### src/rtl/lc4_trace_pkg.sv
// Shared constants and types for the LC4 ALU trace transmitter.
package lc4_trace_pkg;

  localparam int FIELD_BITS       = 16;
  localparam int NUM_FIELDS       = 5;
  localparam int BYTES_PER_RECORD = NUM_FIELDS * FIELD_BITS + NUM_FIELDS;

  localparam logic [7:0] ASCII_ZERO    = 8'h30;
  localparam logic [7:0] ASCII_ONE     = 8'h31;
  localparam logic [7:0] ASCII_SPACE   = 8'h20;
  localparam logic [7:0] ASCII_NEWLINE = 8'h0A;

  // Field indices in transmit order; the last one is followed by a newline.
  localparam logic [2:0] FIELD_FIRST = 3'd0;
  localparam logic [2:0] FIELD_LAST  = 3'(NUM_FIELDS - 1);
  localparam logic [3:0] BIT_MSB     = 4'(FIELD_BITS - 1);

  typedef enum logic {
    ST_IDLE = 1'b0,
    ST_SEND = 1'b1
  } state_t;

endpackage

### src/rtl/lc4_trace_char_sel.sv
// Maps the current record position to the ASCII character to transmit.
// The record is packed with field 0 (insn) in bits [15:0] and field 4
// (result) in bits [79:64].
module lc4_trace_char_sel
  import lc4_trace_pkg::*;
(
  input  logic [79:0] record,
  input  logic [2:0]  field_idx,
  input  logic [3:0]  bit_idx,
  input  logic        sep,
  output logic [7:0]  ascii
);

  logic [15:0] field;

  // Select the field, then emit either its current bit or the separator.
  always_comb begin
    // NOTE: every combinational output gets a default first so no path
    // through the block can leave it unassigned and infer a latch.
    field = record[15:0];
    ascii = ASCII_ZERO;
    case (field_idx)
      3'd0:    field = record[15:0];
      3'd1:    field = record[31:16];
      3'd2:    field = record[47:32];
      3'd3:    field = record[63:48];
      default: field = record[79:64];
    endcase
    if (sep) begin
      ascii = (field_idx == FIELD_LAST) ? ASCII_NEWLINE : ASCII_SPACE;
    end else begin
      ascii = field[bit_idx] ? ASCII_ONE : ASCII_ZERO;
    end
  end

endmodule

### src/rtl/lc4_alu_trace_tx.sv
// Serializes captured LC4 ALU transactions into one ASCII trace line
// ("%b %b %b %b %b\n", 85 bytes) on a byte-wide valid/ready stream.
module lc4_alu_trace_tx
  import lc4_trace_pkg::*;
(
  input  logic        clk,
  input  logic        rst,
  input  logic        in_valid,
  output logic        in_ready,
  input  logic [15:0] insn,
  input  logic [15:0] pc,
  input  logic [15:0] r1data,
  input  logic [15:0] r2data,
  input  logic [15:0] result,
  output logic        out_valid,
  input  logic        out_ready,
  output logic [7:0]  out_byte,
  output logic        busy,
  output logic [15:0] records_sent
);

  state_t      state, next_state;
  logic [79:0] record_q;
  logic [2:0]  field_q;
  logic [3:0]  bit_q;
  logic        sep_q;
  logic [7:0]  ascii;
  logic        accept;
  logic        advance;
  logic        last_byte;

  assign accept    = (state == ST_IDLE) && in_valid;
  assign advance   = (state == ST_SEND) && out_ready;
  assign last_byte = sep_q && (field_q == FIELD_LAST);

  lc4_trace_char_sel u_char_sel (
    .record    (record_q),
    .field_idx (field_q),
    .bit_idx   (bit_q),
    .sep       (sep_q),
    .ascii     (ascii)
  );

  // State register.
  always_ff @(posedge clk or posedge rst) begin
    // NOTE: sequential state uses non-blocking assignments so every register
    // samples pre-edge values regardless of evaluation order.
    if (rst) state <= ST_IDLE;
    else     state <= next_state;
  end

  // Next-state and output decode; outputs depend only on registered state.
  always_comb begin
    next_state = state;
    in_ready   = 1'b0;
    out_valid  = 1'b0;
    busy       = 1'b0;
    out_byte   = 8'h00;
    case (state)
      ST_IDLE: begin
        in_ready = !rst;
        if (in_valid) next_state = ST_SEND;
      end
      ST_SEND: begin
        out_valid = 1'b1;
        busy      = 1'b1;
        out_byte  = ascii;
        if (out_ready && last_byte) next_state = ST_IDLE;
      end
      default: next_state = ST_IDLE;
    endcase
  end

  // Record capture register.
  always_ff @(posedge clk) begin
    // NOTE: the record register has no reset; its contents are only ever
    // observed while out_valid is high, which always follows a capture.
    if (accept) record_q <= {result, r2data, r1data, pc, insn};
  end

  // Field/bit position, separator flag and completed-record counter.
  always_ff @(posedge clk or posedge rst) begin
    if (rst) begin
      field_q      <= FIELD_FIRST;
      bit_q        <= BIT_MSB;
      sep_q        <= 1'b0;
      records_sent <= 16'h0000;
    end else if (accept) begin
      field_q <= FIELD_FIRST;
      bit_q   <= BIT_MSB;
      sep_q   <= 1'b0;
    end else if (advance) begin
      if (!sep_q) begin
        if (bit_q == 4'd0) sep_q <= 1'b1;
        else               bit_q <= bit_q - 4'd1;
      end else if (field_q != FIELD_LAST) begin
        field_q <= field_q + 3'd1;
        bit_q   <= BIT_MSB;
        sep_q   <= 1'b0;
      end else begin
        records_sent <= records_sent + 16'd1;
      end
    end
  end

endmodule

### config.mk
export PLATFORM = sky130hd
export DESIGN_NAME = lc4_alu_trace_tx
export DESIGN_NICKNAME = d
export VERILOG_FILES = /design/src/rtl/lc4_trace_pkg.sv /design/src/rtl/lc4_trace_char_sel.sv /design/src/rtl/lc4_alu_trace_tx.sv
export SDC_FILE = /design/constraint.sdc
export NUM_CORES = 1
export LEC_CHECK = 0
export CELL_PAD_IN_SITES_DETAIL_PLACEMENT = 1
export CELL_PAD_IN_SITES_GLOBAL_PLACEMENT = 1
export CORE_MARGIN = 3
export CORE_UTILIZATION = 40
export CTS_CLUSTER_DIAMETER = 120
export DETAILED_ROUTE_END_ITERATION = 7
export GPL_ROUTABILITY_DRIVEN = 0
export GPL_TIMING_DRIVEN = 0
export PLACE_DENSITY_LB_ADDON = 0.25
export SYNTH_ARGS = -nofsm -noshare
export SYNTH_HDL_FRONTEND = slang
export SYNTH_SLANG_ARGS = --single-unit
### constraint.sdc
create_clock -name clk -period 4.6 [get_ports clk]
set_clock_uncertainty 0.1 [all_clocks]
set_input_delay 0.69 -clock clk [delete_from_list [all_inputs] [get_ports clk]]
set_output_delay 0.69 -clock clk [all_outputs]
set_load 0.1 [all_outputs]
==> impl_metrics.py <==
metrics = {
    "sta": {
        "rsz0062_at_grt": "no",
        "setup_slack_ps": 278,
        "min_period_ps": 4320,
        "fmax_ghz": 0.231,
        "setup_viol": 0,
        "slew_viol_final": 0,
        "relSlewSlack": 0.324,
        "worst_pin_slew_ps": 1010,
        "hold_violations": 0,
        "period_share": 0.939,
    },
    "cells_and_area": {
        "area_delta_synth_final_pct": 34.2,
        "final_net_count": 500,
        "drive_gt1_frac": 0.107,
        "n_fill_cell": 1049,
        "finalNonFillerCells": 549,
        "antenna_cells": 0,
    },
    "worst_setup_path": {
        "worstPathRequired_ps": 3810,
        "crit_buf_inv": 6,
        "cp-end-kind": "output pin",
        "crit_chain": "buf_4, inv_1, buf_2, ha_1, clkbuf_4, a21oi_4, buf_6, a221oi_1, a311oi_1, o21bai_1, a2bb2oi_2, clkdlybuf4s18_2",
        "slowest_delay_ps": 550,
        "crit_type": "reg2out",
        "critPathMaxFanout": 17,
        "r2r_setup_slack_ps": 2010,
        "crit_path_start_kind": "register",
        "r2r-end": "bit_q[2]",
        "ff2ff_path_depth": 8,
        "arrival_ps": 3530,
        "critical-path-slowest-cell": "clkdlybuf4s18_2",
        "cp_top_family": "buffers and inverters",
        "reg2reg_from": "state",
    },
    "floorplanning": {
        "pin_count": 111,
        "floorplan.initialDensity": 0.416,
        "dieArea_um2": 12200,
        "std_cell_rows": 37,
        "die-height_um": 110,
        "design.core.area_um2": 10500,
        "die_w_um": 110,
    },
    "routing": {
        "vias_per_cell": 5.24,
        "post_drt_wl_per_cell_um": 19.0,
        "drc": 0,
        "drtIter0Drc": 130,
        "met3WireLength_um": 731,
        "top_layer": "met4",
        "ant_nets": 0,
        "wirelength_um": 10400,
        "drt_first_pass_iters": 4,
        "wl_met2_um": 5360,
        "met1_length_um": 4140,
        "vias": 2879,
    },
    "yosys": {
        "synth_commonest_cells": "edfxtp_1 (80), nand2_1 (22), dfrtp_1 (21)",
        "synth_top_area_share": 0.553,
        "netlist_area_um2": 4350,
        "synth.distinct_cells": 54,
        "synth-seq-cells": 105,
        "synth_edf_count": 80,
        "synthArstFlopShare": 0.238,
        "synthFlopType": "edfxtp_1",
        "yosysMostFrequentCell": "edfxtp_1",
        "yosysWarningCount": 0,
        "synth_seq_area_share": 0.698,
        "synthTopCellsByArea": "edfxtp_1 (55%), dfrtp_1 (12%), a221oi_1 (2.8%)",
        "syn-mean-instance-area_um2": 15.1,
        "synthCells": 288,
        "synth_top_area_cell": "edfxtp_1",
    },
    "outcome": {
        "status": "complete, no violations",
    },
    "place": {
        "port_buffers": 107,
        "place_inst": 534,
        "dp.final_hpwl_um": 7550,
        "dp_worst_setup_slack_ps": -192,
    },
    "clock_tree": {
        "clk_pin_slew_ps": 90,
        "numCtsBuffers": 9,
        "cts_max_level": 3,
        "root_buffer": "clkbuf_8",
        "clock-sinks": 105,
        "postCtsHoldBufs": 0,
        "cts_tree": "yes",
        "clock_path_buffers": 2,
        "worstSkewPairLatency_ps": 360,
    },
    "worst_hold_path": {
        "holdPathStages": 1,
        "holdPathEnd": "records_sent[15]",
        "min_from": "records_sent[15]",
        "hp-class": "reg2reg",
    },
    "pwr": {
        "p_per_area_nw_per_um2": 497,
        "power.leakage_uw": 0.00211,
        "vdd_drop_max_mv": 0.204,
    },
    "global_routing": {
        "grt.overflow.total": 0,
        "track_usage": 0.179,
        "grt_max_degree": 58,
        "grt_pass1_wl_um": 16100,
        "antenna_found_initial": 0,
        "grt_pass1_vias": 3145,
    },
    "run": {
        "maxCapViolCount": 0,
    },
}
routing by layer:
layer / vias up / track usage
li1: 1344 / -
met1: 1413 / 0.220
met2: 110 / 0.306
met3: 12 / 0.0460
met4: 0 / 0.0607
met5: - / 0
cell families (layout without fill, tap and decap cells):
| kind of cell | count (synthesis) | in the layout | synth area share |
|---|---|---|---|
| DFF | 105 | 105 | 0.698 |
| and+or+nand+nor | 62 | 62 | 0.0751 |
| other | 1 | 3 | 0.000862 |
| muxes | 1 | 1 | 0.00259 |
| adders and majority gates | 8 | 8 | 0.0230 |
| buffers and inverters | 28 | 151 | 0.0342 |
| AOI/OAI and AO/OA | 66 | 66 | 0.132 |
| xor gates and xnor gates | 17 | 17 | 0.0342 |
cell type report:
class | instances | area (um^2) | share of cell area
Tap cell | 136 | 170 | 0.0292
Buffer | 17 | 114 | 0.0195
Clock buffer | 10 | 128 | 0.0219
Multi-Input combinational cell | 157 | 1170 | 0.201
Inverter | 10 | 37.5 | 0.00643
Clock inverter | 6 | 81.3 | 0.0139
Timing Repair Buffer | 108 | 1100 | 0.188
Sequential cell | 105 | 3030 | 0.520
timing repair:
action                     CTS  global route
setup buffers                0             0
setup endpoints to repair    1             1
resized for setup            4             1
cells in the final DEF (no fill, tap or decap), types with 6 or more instances in the layout:
cell | Yosys | final
inv_1 | 9 | 9
nand3_1 | 7 | 7
clkbuf_8 | 0 | 9
a221o_1 | 10 | 10
clkdlybuf4s50_1 | 0 | 106
edfxtp_1 | 80 | 80
a22o_1 | 12 | 12
nor2_1 | 12 | 12
a221oi_1 | 14 | 14
xnor2_1 | 13 | 13
nand2_1 | 22 | 22
ha_1 | 8 | 8
dfrtp_1 | 21 | 21
buf_4 | 6 | 6
registers in the layout, summed over array words and instances (netlist names):
register,count
sep_q,1
bit_q,4
records_sent,16
field_q,3
state,1
record_q,80
per-stage QoR:
step	TNS (ps)	hold slack, ps	util	total power [uW]	instance area [um^2]
2_1_floorplan	0	400	-	1960	4360
5_1_grt	0	417	0.558	3050	5840
6_report	0	387	0.558	2900	5840
3_5_place_dp	-192	374	0.538	2320	5630
3_3_place_gp	-194	361	0.535	2300	5600
4_1_cts	0	392	0.558	2920	5830
worst max-delay path by stage:
stage	depth (start not counted)	end	slack [ps]	from
after global routing	12	out_byte[0]	6	field_q[2]
after floorplan	6	out_byte[0]	620	state
final	12	out_byte[0]	280	field_q[2]
after global placement	12	out_byte[0]	-190	field_q[2]
after CTS	12	out_byte[0]	210	field_q[2]
after detailed placement	12	out_byte[0]	-190	field_q[2]
worst register-to-register path, cell delays in order, from the launching register on:
cell and delay [ps]:
dfrtp_1 490, nor2b_1 80, clkbuf_4 330, buf_16 300, o211ai_2 390, a21boi_1 490
nor2b_1 110, xnor2_1 150, nand2_1 70
power breakdown:
group,internal [uW],switching (uW)
combinational,406,722
sequential,1110,54.3
clock,304,307
No activity file was read; power rests on OpenSTA's default activity.
